### config.mk
export PLATFORM = sky130hd
export DESIGN_NAME = alu_execute_stage
export DESIGN_NICKNAME = d
export VERILOG_FILES = /design/src/rtl/alu_execute_stage.sv
export SDC_FILE = /design/constraint.sdc
export NUM_CORES = 1
export LEC_CHECK = 0
export ABC_AREA = 1
export CAP_MARGIN = 20
export CORE_ASPECT_RATIO = 1.5
export CORE_MARGIN = 2
export CORE_UTILIZATION = 40
export DETAILED_ROUTE_END_ITERATION = 16
export DONT_BUFFER_PORTS = 1
export PLACE_DENSITY = 0.56
export REMOVE_ABC_BUFFERS = 1
export SYNTH_ARGS = -nofsm -noshare
export SYNTH_HDL_FRONTEND = slang
export SYNTH_SLANG_ARGS = --single-unit
### constraint.sdc
create_clock -name clk -period 3.2 [get_ports clk]
set_clock_uncertainty 0.05 [all_clocks]
set_input_delay 0.48 -clock clk [delete_from_list [all_inputs] [get_ports clk]]
set_output_delay 0.48 -clock clk [all_outputs]
set_load 0.01 [all_outputs]
### src/rtl/alu_execute_stage.sv
// alu_execute_stage: EX pipeline stage behind the ALU control unit.
// Computes the ALU result, zero flag and branch decision. The results sit in an
// EX/MEM register that uses a valid/ready handshake. A one-entry skid buffer
// lets a MEM-stage stall take place without dropping an operation.
// Optional feature macro: ALU_OVF_EN adds the registered out_ovf signed-overflow flag.
module alu_execute_stage #(
    parameter int d_size  = 32,
    parameter int rd_size = 5
) (
    input  logic               clk,
    input  logic               rst,
    input  logic               in_valid,
    output logic               in_ready,
    input  logic [1:0]         in_alu_op,
    input  logic [3:0]         in_alu_opcode,
    input  logic [d_size-1:0]  in_a,
    input  logic [d_size-1:0]  in_b,
    input  logic [rd_size-1:0] in_rd,
    input  logic               flush,
    output logic               out_valid,
    input  logic               out_ready,
    output logic [d_size-1:0]  out_result,
    output logic               out_zero,
    output logic               out_branch_taken,
    output logic [1:0]         out_alu_op,
    output logic [rd_size-1:0] out_rd,
`ifdef ALU_OVF_EN
    output logic               out_ovf,
`endif
    output logic               out_illegal
);

    typedef enum logic [3:0] {
        OPC_AND = 4'b0000,
        OPC_OR  = 4'b0001,
        OPC_ADD = 4'b0010,
        OPC_SUB = 4'b0110,
        OPC_SLT = 4'b0111
    } opcode_e;

    localparam logic [1:0] ALUOP_BRANCH = 2'b01;
    localparam int         MSB          = d_size - 1;

    // One EX/MEM entry. The flags are computed before capture so they travel with the result.
    typedef struct packed {
        logic [d_size-1:0]  result;
        logic               zero;
        logic               branch_taken;
        logic [1:0]         alu_op;
        logic [rd_size-1:0] rd;
        logic               illegal;
`ifdef ALU_OVF_EN
        logic               ovf;
`endif
    } entry_t;

    logic [d_size-1:0] w_sum;
    logic [d_size-1:0] w_diff;
    logic              w_accept;
    logic              w_transfer;
    entry_t            w_new;

    entry_t            r_main;
    logic              r_main_valid;
    entry_t            r_skid;
    logic              r_skid_valid;

    assign w_sum      = in_a + in_b;
    assign w_diff     = in_a - in_b;
    assign in_ready   = rst & ~r_skid_valid;
    assign w_accept   = in_valid & in_ready;
    assign w_transfer = r_main_valid & out_ready;

    // ALU datapath: build the entry that would be captured from the current inputs.
    always_comb begin
        // NOTE: default every field first so no path through the case can infer a latch.
        w_new         = '0;
        w_new.alu_op  = in_alu_op;
        w_new.rd      = in_rd;
        case (in_alu_opcode)
            OPC_ADD: w_new.result = w_sum;
            OPC_SUB: w_new.result = w_diff;
            OPC_AND: w_new.result = in_a & in_b;
            OPC_OR:  w_new.result = in_a | in_b;
            OPC_SLT: w_new.result = {{(d_size-1){1'b0}}, ($signed(in_a) < $signed(in_b))};
            default: w_new.illegal = 1'b1;
        endcase
        w_new.zero         = (w_new.result == '0);
        w_new.branch_taken = (in_alu_op == ALUOP_BRANCH) & w_new.zero;
`ifdef ALU_OVF_EN
        // Add overflows when the operand signs match and the result sign differs.
        // Sub overflows when the operand signs differ and the result sign differs from A.
        if (in_alu_opcode == OPC_ADD) begin
            w_new.ovf = (in_a[MSB] == in_b[MSB]) & (w_sum[MSB] != in_a[MSB]);
        end else if (in_alu_opcode == OPC_SUB) begin
            w_new.ovf = (in_a[MSB] != in_b[MSB]) & (w_diff[MSB] != in_a[MSB]);
        end
`endif
    end

    // Main/skid register pair. Reset and flush empty the stage, and main refills from skid first.
    always_ff @(posedge clk) begin
        if (!rst || flush) begin
            // NOTE: the payload registers are cleared as well because out_* must read 0 after reset or flush.
            r_main       <= '0;
            r_main_valid <= 1'b0;
            r_skid       <= '0;
            r_skid_valid <= 1'b0;
        end else if (!r_main_valid || w_transfer) begin
            if (r_skid_valid) begin
                // in_ready is low while skid is full, so no accept can collide with this refill.
                r_main       <= r_skid;
                r_main_valid <= 1'b1;
                r_skid_valid <= 1'b0;
            end else if (w_accept) begin
                r_main       <= w_new;
                r_main_valid <= 1'b1;
            end else begin
                r_main_valid <= 1'b0;
            end
        end else if (w_accept) begin
            // Main is stalled, so park the new operation in skid. in_ready drops next cycle.
            r_skid       <= w_new;
            r_skid_valid <= 1'b1;
        end
    end

    assign out_valid        = r_main_valid;
    assign out_result       = r_main.result;
    assign out_zero         = r_main.zero;
    assign out_branch_taken = r_main.branch_taken;
    assign out_alu_op       = r_main.alu_op;
    assign out_rd           = r_main.rd;
    assign out_illegal      = r_main.illegal;
`ifdef ALU_OVF_EN
    assign out_ovf          = r_main.ovf;
`endif

endmodule
-- Word level (Yosys, flattened, before mapping)
Index checks and enable logic that the tools add are counted.
- word-level logic and storage cells: 47
- bits in latches: 0
- output and inout bits: 44
- memories kept: 0
- bits of input ports: 80
- register bits: 86
- bits in read-only memories: 0
- memory bits (writable): 0
- multipliers: 0
- order comparisons: 1
- reductions and logical operators: 11
- add/subtract/negate cells: 2
- shifts and indexed selects: 0
- multiplexer cells: 6
- div/mod/pow operators: 0
- bitwise gates (word level): 8
- equal/unequal tests: 5
- operator list (operator ; number):
    32-bit one-hot mux with 5 select lines ; 1
    42-bit 2-to-1 mux ; 2
    32-bit adder ; 1
    32-bit bitwise AND ; 1
    32-bit zero test ; 1
    32-bit < comparator ; 1
    32-bit bitwise OR ; 1
    32-bit subtractor ; 1
    4-bit by 3-bit == test with 1-bit output, second input constant ; 2
    5-bit OR reduction ; 1
    1-bit bitwise AND ; 4
    4-bit by 1-bit == test with 1-bit output, second input constant ; 1
    4-bit by 2-bit == test with 1-bit output, second input constant ; 1
    4-bit zero test ; 1
    2-bit AND reduction ; 2
    1-bit 2-to-1 mux ; 3
    2-bit by 1-bit == test with 1-bit output, second input constant ; 1
    1-bit zero test ; 2
    1-bit logical OR ; 2
    1-bit NOT ; 2
    2-bit nonzero test ; 1
    2-bit OR reduction ; 1

-- Depth between registers and ports, before layout
- depth in word-level cells: 6
- depth in mapped cells: 24
- mapped depth without buffers: 23

-- Least setup slack after synthesis
Ideal clock, no wire load.
- path kind: input -> register
- from: in in_a[0]
- to: reg r_main, in the netlist out_branch_taken
- slack: 0.622 ns
- buffers on the path: 0
- arrival: 2.462 ns
- stages on the path: 22
- data required time: 3.084 ns
- setup time: 0.066 ns
- path through: inv_1 > ha_1 > fa_1 > inv_1 > nand2_1 > nand2_1 > nand2_1 > nand2_1 > nand2_1 > nand2_2 > nand2_2 > nand2_1 > nand2_1 > nand3_1 > nand3_2 > nor2_1 > nand2_1 > nor2_2 > nand4_1 > nand2_1 > nand2_1 > a21oi_2
- cells in the longest elaborated chain, start to end: 6
- elaborated cells between the ends (all ways): 10
- those cells by class: 2 x add/sub; 1 x order compare; 3 x mux; 3 x bitwise; 1 x reduce/logical
- ends and longest elaborated chain (item ; RTL line ; text):
    from (decl) ; 16 ; input logic [d_size-1:0] in_a,
    32-bit subtractor, or another cell as far along ; 69 ; assign w_diff = in_a - in_b;
    32-bit one-hot mux with 5 select lines (*) ; 80 ; case (in_alu_opcode)
    32-bit zero test (*) ; 88 ; w_new.zero = (w_new.result == '0);
    1-bit bitwise AND (*) ; 89 ; w_new.branch_taken = (in_alu_op == ALUOP_BRANCH) & w_new.zero;
    42-bit 2-to-1 mux (*) ; 115 ; end else if (w_accept) begin
    42-bit 2-to-1 mux (*) ; 110 ; if (r_skid_valid) begin
    to (signal assigned) ; 112 ; r_main <= r_skid;
    to (signal assigned) ; 116 ; r_main <= w_new;
    to (decl) ; 63 ; entry_t r_main;
Mark *: on every way between the ends. The rest lies on a longest branch, timed or not. The select of a mux whose other input is x is not followed.
A chain may end at the register's enable or synchronous reset.

-- Worst setup path after layout
- from: in in_a[16]
- to: reg r_main, in the netlist out_branch_taken
Same word-level chain as after synthesis.

==> results.md <==
Place:
- The worst-case setup slack after placement is -621 ps.
- The last weighted congestion value of the routability-driven placer is 0.962.
- Detailed placement ended at an HPWL of 28900 um.
- The cell area after placement is 10600 sq um.
- The count of input and output buffers is 0.

Clock network:
- The clock insertion delay at the later pin of the skew report is 340 ps.
- The CTS buffer count is 9.
- Buffers inserted to repair hold after CTS numbered 0.
- The clock tree root driver cell is clkbuf_16.
- The maximum level of the CTS H-tree is 3.
- The TritonCTS sink count is 86.
- Clock-pin slew was measured on the worst setup and hold paths at 60 ps.
- The CTS tree is done.
- The number of buffers on the longest clock path is 2.

Cells and area:
- The post-synthesis to final-layout area growth is 8.72%.
- The number of antenna diodes is 0.
- The finished cells cover 11000 sq um.
- The post-layout utilization of the core is 0.441.
- Leaving out fill and tap cells, the most frequent cell in the layout is nand2_1.
- In the layout the commonest cells are nand2_1, inv_1, nor2_1.
- The net count of the finished layout is 1973.
- The share of final-layout standard cells stronger than drive strength 1 is 0.0853.
- After filler insertion, the fill cell instance count of the layout stands at 2810.

Yosys:
- Of the total synthesized cell area, the portion taken by full adders, half adders and majority gates is 0.131.
- Of the total synthesized cell area, the portion taken by XOR and XNOR cells is 0.000865.
- The cell count after synthesis came out at 1781.
- The synthesis-stage register bit count is 86.
- The area fraction in compound gates after synthesis is 0.163.
- The count of unique library cells instantiated by Yosys is 43.
- A synthesized cell averages 5.68 sq um.
- The fraction of the mapped netlist area in simple logic gates is 0.354.
- The largest family of logic cells by synthesized area is simple AND/OR/NAND/NOR gates.
- The multiplexer area fraction after synthesis is 0.
- For this run, asynchronously set or reset flops after synthesis account for 0.
- The synthesis warning total is 0.
- The number of enable flip-flop cells after synthesis is 0.
- The most used flip-flop cell after synthesis is dfxtp_1.
- The total standard cell area after synthesis is 10100 sq um.
- The share of the Yosys chip area taken by registers is 0.170.

Drt:
- The final routed wirelength across all metal layers is 34800 um.
- The routed layout has 10654 vias.
- After detailed routing, the number of remaining DRC violations is 0.
- The routed length per placed instance is 16.4 um.
- The post-detailed-route count of antenna-violating nets is 0.
- The per-cell via count in the routed design is 5.02.
- The detailed router finished its first iteration with 638 violations.
- The pre-antenna-repair detailed-routing pass consisted of 5 iterations.

GRT:
- The number of global-route vias before repair came to 10319.
- Summed over all layers, the global routing overflow is 0.
- For this run, global-route usage on met3 was measured as 0.0250.
- In the global route stage, overall resource usage came out at 0.262.
- The met2 routing resource usage after global routing is 0.484.
- In this run the most used layer during global routing was met2.
- For met1 alone, demand over resource in global routing was 0.301.
- The first global-routing pass estimated 54500 um of wire.
- Entering global routing, the biggest net connects 60 pins.
- The number of antenna violations at the first check in global routing is 0.

Pwr:
- Power spread over the standard cell area amounts to 316 nW/um^2.
- The total leakage power is 6.08 nW.
- The switching portion of total power is 0.365.
- The internal portion of the total power is 2.21 mW.
- Of the total power, the clock network draws 0.333.
- The net switching power is 1.27 mW.
- The worst ir drop on vdd is 0.300 mV.
- The part of the total power dissipated in combinational logic is 0.353.
- The part of the total power dissipated in sequential elements is 0.314.

STA:
- Final hold analysis gives a worst-case slack of 228 ps.
- The clock period could shrink to 2880 ps.
- The timing-limited maximum frequency is 347 MHz.
- The part of the cycle the worst path needs is 0.900.
- In this run the tightest slew margin relative to its limit is 0.513.
- Setup repair after global routing left no endpoint under its margin.
- The max-slew violation count is 0.
- The transition time of the tightest slew-check pin is 730 ps.
- Setup violations remaining at the end of the flow were counted as 0.
- Once routing completed, OpenROAD measured the worst setup slack at 320 ps.
- The count of final hold-check violations was 0.

Setup path:
- The worst register-to-register path has a setup slack of 990 ps.
- The category of the worst setup path launch point is a primary input.
- The worst setup path is captured at a flop.
- The data required time of the critical path is 3420 ps.
- The worst setup path is of the in2reg kind.
- Data on the critical path arrives at its endpoint at 3100 ps.
- Along the worst path, the maximum fanout reaches 5.

Die:
- The die outline area is 26600 sq um.
- Pin placement for this block handled 124 I/O pins.
- The die extent in x is 134 um.
- The total core area is 25000 sq um.
- In this run the core area contains 71 standard-cell rows.
- The die boundary height is 199 um.
- The starting density of the core is 0.405.

Min path:
- The worst hold path belongs to the class in2reg.

Run status:
- The flow ran to the end, and the final reports show no timing, DRC or antenna violations.

Flow run:
- The number of max-cap violations is 0.
-- registers in the layout, summed over array words and instances, names as in the netlist --
name,count
out_illegal,1
r_skid_valid,1
out_alu_op,2
out_zero,1
r_skid,42
out_branch_taken,1
out_result,32
out_valid,1
out_rd,5
-- cell usage after synthesis, types with 17 or more instances --
cell        n  area share
nand2_1   466        0.17
inv_1     372        0.14
nor2_1    149       0.055
a21oi_1   140       0.069
nand3_1   122       0.060
ha_1      103        0.13
o21ai_0   103       0.051
dfxtp_1    86        0.17
clkbuf_1   30       0.011
o22ai_1    26       0.016
nand2_2    18       0.011
nor2_2     17       0.011
-- power by group through the flow --
| stage | clock network (mW) | logic (mW) | registers, mW |
|---|---|---|---|
| after CTS | 1.17 | 1.22 | 1.09 |
| after global placement | 0 | 1.21 | 1.12 |
| final | 1.16 | 1.23 | 1.09 |
| after global routing | 1.22 | 1.38 | 1.09 |
| after floorplan | 0 | 0.817 | 1.12 |
| after detailed placement | 0 | 1.21 | 1.12 |
-- per-stage QoR --
step           TNS, ps  power (mW)  cells
2_1_floorplan   -19120        1.93   1715
3_3_place_gp     -3470        2.33   2105
3_5_place_dp     -3030        2.33   2105
4_1_cts              0        3.48   2121
5_1_grt              0        3.70   2121
6_report             0        3.48   2121
-- logic make-up after synthesis --
| family | Yosys count |
|---|---|
| AO/OA/AOI/OAI | 306 |
| XOR/XNOR | 1 |
| adder cells (fa/ha/maj) | 105 |
| buffers and inverters | 452 |
| flip-flops | 86 |
| AND/OR/NAND/NOR | 831 |
-- timing repair --
action                                  4_1_cts  5_1_grt
hold endpoints to repair                      0        0
endpoints found under the setup margin        5        4
pin swaps                                     0        1
buffers inserted                              0        0
resized for setup                             1        4
-- path summary, 6_finish.rpt --
kind	startpoint	depth (start not counted)	to
worst min register to register	r_skid[22]	2	r_skid[22]
worst max-delay path	in_a[16]	18	out_branch_taken
worst min-delay path	in_alu_op[1]	2	r_skid[7]
worst max register to register	r_skid_valid	10	out_result[14]
-- final cells by class --
type / count / area, sq um / share of cell area
flip-flops and latches: 86 / 1720 / 0.157
inverters: 386 / 1450 / 0.132
multi-input cells: 1243 / 6600 / 0.599
well taps: 328 / 410 / 0.0373
repair buffers: 62 / 490 / 0.0446
clock inverters: 5 / 81.3 / 0.00739
clock buffers: 11 / 253 / 0.0230
-- layer usage --
layer	vias to the layer above	wire length [um]
met2	272	17500
met3	66	1420
li1	5513	-
met4	0	1600
met1	4803	14300
met5	-	0
-- critical path, stage by stage --
cell and delay, ps:
inv_1 20, ha_1 380, nor2_1 230, nand2_1 140
buf_4 190, nor4_4 400, nand2_2 200, nand2_1 110
nand2_1 50, nand3_1 60, nand3_1 130, nor2_1 120
nand2_1 70, nor2_2 120, nand4_1 130, nand2_1 90
nand2_1 60, a21oi_2 100
No activity file was read; power rests on OpenSTA's default activity.
